## src/rtl/decoder_x4_seq.sv

```systemverilog
// decoder_x4_seq: sequenced 2-to-4 decoder with a 2-entry code queue.
// Each accepted 2-bit code becomes a one-hot pulse on `out` lasting HOLD
// cycles. Codes arriving while a pulse is active wait in the queue; a code
// offered while the queue is full is lost and reported on `drop`.
//
// Optional feature macro: DECODER_X4_GAP_EN
//   defined   - a GAP state follows every pulse, so pulses are separated by
//               at least two zero cycles (GAP + IDLE pop)
//   undefined - queued codes produce abutting pulses
module decoder_x4_seq #(
    parameter int HOLD = 4
) (
    input  logic       clk,
    input  logic       rst_n,
    input  logic       enable,
    input  logic [1:0] in,
    input  logic       flag,
    output logic       ready,
    output logic [3:0] out,
    output logic       busy,
    output logic       drop
);

    // Counter reload value; HOLD is restricted to 1..15 so it fits 4 bits.
    localparam logic [3:0] HOLD_M1 = 4'(HOLD - 1);

`ifdef DECODER_X4_GAP_EN
    typedef enum logic [1:0] {
        ST_IDLE  = 2'd0,
        ST_PULSE = 2'd1,
        ST_GAP   = 2'd2
    } state_t;
`else
    typedef enum logic [1:0] {
        ST_IDLE  = 2'd0,
        ST_PULSE = 2'd1
    } state_t;
`endif

    // Map a 2-bit code onto its one-hot pulse pattern.
    function automatic logic [3:0] onehot_f(input logic [1:0] code);
        logic [3:0] res;
        case (code)
            2'd0:    res = 4'b0001;
            2'd1:    res = 4'b0010;
            2'd2:    res = 4'b0100;
            2'd3:    res = 4'b1000;
            default: res = 4'b0000;
        endcase
        return res;
    endfunction

    state_t     state_r;
    logic [3:0] cnt_r;
    logic [1:0] count_r;
    logic [1:0] q0_r;
    logic [1:0] q1_r;
    logic [3:0] out_r;
    logic       busy_r;
    logic       drop_r;

    logic       push_s;
    logic       pop_s;
    logic [1:0] count_nxt_s;

    // ready is derived from the registered count only, gated by reset and enable.
    assign ready = rst_n & enable & (count_r != 2'd2);
    assign out   = out_r;
    assign busy  = busy_r;
    assign drop  = drop_r;

    // Decide queue push/pop for this edge and the resulting queue occupancy.
    always_comb begin
        push_s      = flag & ready;
        pop_s       = 1'b0;
        count_nxt_s = count_r;
        if (enable && (count_r != 2'd0)) begin
            case (state_r)
                ST_IDLE:  pop_s = 1'b1;
`ifdef DECODER_X4_GAP_EN
                ST_PULSE: pop_s = 1'b0;
`else
                ST_PULSE: pop_s = (cnt_r == 4'd0);
`endif
                default:  pop_s = 1'b0;
            endcase
        end else begin
            pop_s = 1'b0;
        end
        case ({push_s, pop_s})
            2'b10:   count_nxt_s = count_r + 2'd1;
            2'b01:   count_nxt_s = count_r - 2'd1;
            default: count_nxt_s = count_r;
        endcase
    end

    // Two-entry FIFO: q0_r is always the head; a same-edge push and pop keeps count.
    always_ff @(posedge clk) begin
        if (!rst_n || !enable) begin
            count_r <= 2'd0;
            q0_r    <= 2'd0;
            q1_r    <= 2'd0;
        end else begin
            count_r <= count_nxt_s;
            case ({push_s, pop_s})
                2'b10: begin
                    if (count_r == 2'd0) begin
                        q0_r <= in;
                    end else begin
                        q1_r <= in;
                    end
                end
                2'b01: begin
                    q0_r <= q1_r;
                end
                2'b11: begin
                    if (count_r == 2'd1) begin
                        q0_r <= in;
                    end else begin
                        q0_r <= q1_r;
                        q1_r <= in;
                    end
                end
                default: begin
                    q0_r <= q0_r;
                end
            endcase
        end
    end

    // Pulse sequencer with registered out/busy/drop; disable flushes like reset.
    always_ff @(posedge clk) begin
        if (!rst_n || !enable) begin
            state_r <= ST_IDLE;
            cnt_r   <= 4'd0;
            out_r   <= 4'b0000;
            busy_r  <= 1'b0;
            drop_r  <= 1'b0;
        end else begin
            // A code offered while the queue is full is lost.
            drop_r <= flag & ~ready;
            case (state_r)
                ST_IDLE: begin
                    if (pop_s) begin
                        out_r   <= onehot_f(q0_r);
                        cnt_r   <= HOLD_M1;
                        state_r <= ST_PULSE;
                        busy_r  <= 1'b1;
                    end else begin
                        out_r   <= 4'b0000;
                        cnt_r   <= 4'd0;
                        busy_r  <= (count_nxt_s != 2'd0);
                    end
                end
                ST_PULSE: begin
                    if (cnt_r != 4'd0) begin
                        cnt_r  <= cnt_r - 4'd1;
                        busy_r <= 1'b1;
                    end else begin
`ifdef DECODER_X4_GAP_EN
                        state_r <= ST_GAP;
                        out_r   <= 4'b0000;
                        busy_r  <= 1'b1;
`else
                        if (pop_s) begin
                            // Back-to-back: next code starts without a zero cycle.
                            out_r  <= onehot_f(q0_r);
                            cnt_r  <= HOLD_M1;
                            busy_r <= 1'b1;
                        end else begin
                            state_r <= ST_IDLE;
                            out_r   <= 4'b0000;
                            busy_r  <= (count_nxt_s != 2'd0);
                        end
`endif
                    end
                end
`ifdef DECODER_X4_GAP_EN
                ST_GAP: begin
                    state_r <= ST_IDLE;
                    out_r   <= 4'b0000;
                    cnt_r   <= 4'd0;
                    busy_r  <= (count_nxt_s != 2'd0);
                end
`endif
                default: begin
                    state_r <= ST_IDLE;
                    out_r   <= 4'b0000;
                    cnt_r   <= 4'd0;
                    busy_r  <= (count_nxt_s != 2'd0);
                end
            endcase
        end
    end

endmodule

```

## config.mk

```make
export PLATFORM = sky130hd
export DESIGN_NAME = decoder_x4_seq
export DESIGN_NICKNAME = d
export VERILOG_FILES = /design/src/rtl/decoder_x4_seq.sv
export SDC_FILE = /design/constraint.sdc
export NUM_CORES = 1
export LEC_CHECK = 0
export ABC_AREA = 1
export CORE_AREA = 2 2 71 46
export CTS_CLUSTER_DIAMETER = 30
export CTS_CLUSTER_SIZE = 8
export DETAILED_ROUTE_END_ITERATION = 8
export DIE_AREA = 0 0 73 48
export PLACE_DENSITY_LB_ADDON = 0.05
export SETUP_SLACK_MARGIN = 0.02
export SLEW_MARGIN = 40
export SYNTH_ARGS = -nofsm -noshare
export SYNTH_HDL_FRONTEND = slang
export SYNTH_SLANG_ARGS = --single-unit
```

## constraint.sdc

```tcl
create_clock -name clk -period 5 [get_ports clk]
set_input_delay 1 -clock clk [delete_from_list [all_inputs] [get_ports clk]]
set_output_delay 1 -clock clk [all_outputs]
set_load 0.01 [all_outputs]
```

==> metrics.txt <==
crit path capture type output port; clock buffer depth 2; Total Routing Usage GR 11.8%; Switching Share 24.5%; most frequent cell after synthesis nand2_1; post-layout worst setup margin 1.63 ns; Sum Neg Setup Slack 0 ns; Post-Route WL 1.79 mm; adder-cell share of the synthesized area 13.1%; PnR Total Power 0.270 mW; Comb pwr share 9.2%; area of the mapped netlist 955 µm²; remaining global-route overflow 0; placed cell area 0.00112 mm²; simple-gate share of the synthesized area 27.8%; Sw Pwr 0.0660 mW; final hold vios 0; Setup Skew 0.00317 ns; Filler Cells Inserted 291; CTS tree yes; Vias 749; CP max FO 9; 1st-pass router iterations 4; share of post-route cells with drive strength above 1 13.8%; first-pass GRT wire length 3.03 mm; min Tclk post-route 3.37 ns; hold depth 2; Mapped Cells 122; Slew HR 82.4%; Synth area leaders dfxtp_1 36%, ha_1 13%, nand2_1 9.4%; sequential-to-total area share from yosys stat 35.6%; largest family of logic cells by synthesized area simple AND/OR/NAND/NOR gates; post-synthesis net count 138; root buf cell clkbuf_8; Initial Util 34.1%; Core Rows 15; RSZ-0062 raised after global routing false; Post-synth top flop dfxtp_1; H-tree depth 1; Syn Area/Cell 7.83 µm²; Remaining DRCs 0; CP Class input port to output port; dpl hpwl 1.44 mm; status finished clean; initial antenna violation count 0; Synth Area in Compound Gates 13.8%; max-cap viol count 0; # IOs 13; Final Max Slew Viols 0; Area Growth Syn to Fin 21.9%; asr flop ratio synth 0%; Num Clock Sinks 17; post-layout util 41.6%; Final setup viols 0; CP Launch Type input port; Static Leak 0.494 nW; # resized after CTS 0; Die Y 48 µm; Commonest cells post-synth 24 x nand2_1, 17 x dfxtp_1, 16 x inv_1; Reg power frac 51.2%; Worst-Skew Late Latency 0.26 ns; class of the worst hold path flop to flop; # port buffers 12; Int Power 0.204 mW; Final Net Count 155; Clock Pin Slew Worst Setup and Hold Paths 0.07 ns; Die W 73 µm; Yosys warnings 0; Final GP Congestion 0.804; vias per cell 4.35; DRT antenna net count 0; number of global-route vias before repair 684; initial DRC count 20; post-synth cell types 24; Post-synth EDFFs 0; Hold Slack 0.463 ns; post-synthesis mux area share 0%; VDD IR max 0.0985 mV; setup repair bufs after CTS 0; synthesized flop and latch total 17; WP data required 4.00 ns; clock power share 39.6%; core area 0.00280 mm²; Num CTS Buffers 3; drt wl/cell 10.4 µm; Worst-Margin Slew 0.262 ns; Ant. Diodes 0; Final Cycle Share 67.4%; fin cells 172; area leader, netlist dfxtp_1; fmax 0.297 GHz; pre-CTS setup slack 1.62 ns; Synth Area in XOR/XNOR 1.83%; DIE AREA 0.00350 mm²; final instance area 0.00116 mm²; largest net degree at the start of global routing 11; cells on worst reg2reg path 11; Power Density 232 mW/mm²; # hold bufs at CTS 0; placed cells 168; post-synth top area share 35.6%; arrival time at the worst endpoint 2.37 ns
-- flip-flops by register name (all words and copies together), names as in the netlist --
register	cells
busy	1
count_r	2
q1_r	2
q0_r	2
drop	1
cnt_r	4
state_r	1
out	4
-- cells by family after synthesis --
group                    count (synthesis)
flip-flops                              17
XOR/XNOR                                 2
buffers and inverters                   20
AND/OR/NAND/NOR                         54
AO/OA/AOI/OAI                           19
adder cells (fa/ha/maj)                 10
-- worst max-delay path, cell delays in order --
cell	delay (ns)
clkdlybuf4s50_1	0.51
nand2_2	0.16
nor2_1	0.15
clkdlybuf4s50_1	0.55
-- layout make-up --
type / count / area (µm²) / share of cell area (%)
Inverter: 20 / 75.1 / 6.45
Clock buffer: 3 / 41.3 / 3.55
Sequential cell: 17 / 340 / 29.2
Clock inverter: 1 / 5.00 / 0.430
Timing Repair Buffer: 12 / 120 / 10.3
Multi-Input combinational cell: 85 / 539 / 46.3
Tap cell: 34 / 42.5 / 3.66
-- metal layers --
metal / vias to the layer above / wire length [µm] / GRT usage [%] / part of all wire [%]
met5: - / 0 / 0 / 0
met4: 0 / 8 / 3.33 / 0.45
met3: 2 / 113 / 5.05 / 6.3
met2: 12 / 685 / 16.6 / 38
met1: 315 / 978 / 16.5 / 55
li1: 420 / - / - / -
-- placed cells by master (no fill, tap or decap), types with 3 or more instances in the layout --
master           instances
nor2_1                  10
inv_2                    4
clkdlybuf4s50_1         12
ha_1                    10
nand3_1                  9
clkbuf_8                 3
nand2_1                 24
inv_1                   16
o21ai_1                  6
a21oi_1                  5
dfxtp_1                 17
nand2_4                  3
-- power groups by stage --
| stage | sequential [mW] | combinational [mW] | clock (mW) |
|---|---|---|---|
| final | 0.138 | 0.0248 | 0.107 |
| after floorplan | 0.141 | 0.0150 | 0 |
| after global routing | 0.138 | 0.0277 | 0.118 |
| after CTS | 0.138 | 0.0251 | 0.110 |
| after detailed placement | 0.141 | 0.0250 | 0 |
| after global placement | 0.141 | 0.0251 | 0 |
-- final timing paths --
path                    startpoint              endpoint  slack (ns)
min           q1_r[0]$_SDFFE_PP0P_  q1_r[0]$_SDFFE_PP0P_        0.46
max reg2reg  count_r[0]$_SDFF_PP0_       busy$_SDFF_PP0_        3.01
min reg2reg   q1_r[0]$_SDFFE_PP0P_  q1_r[0]$_SDFFE_PP0P_        0.46
max                         enable                 ready        1.63
(Power assumes the default switching activity.)
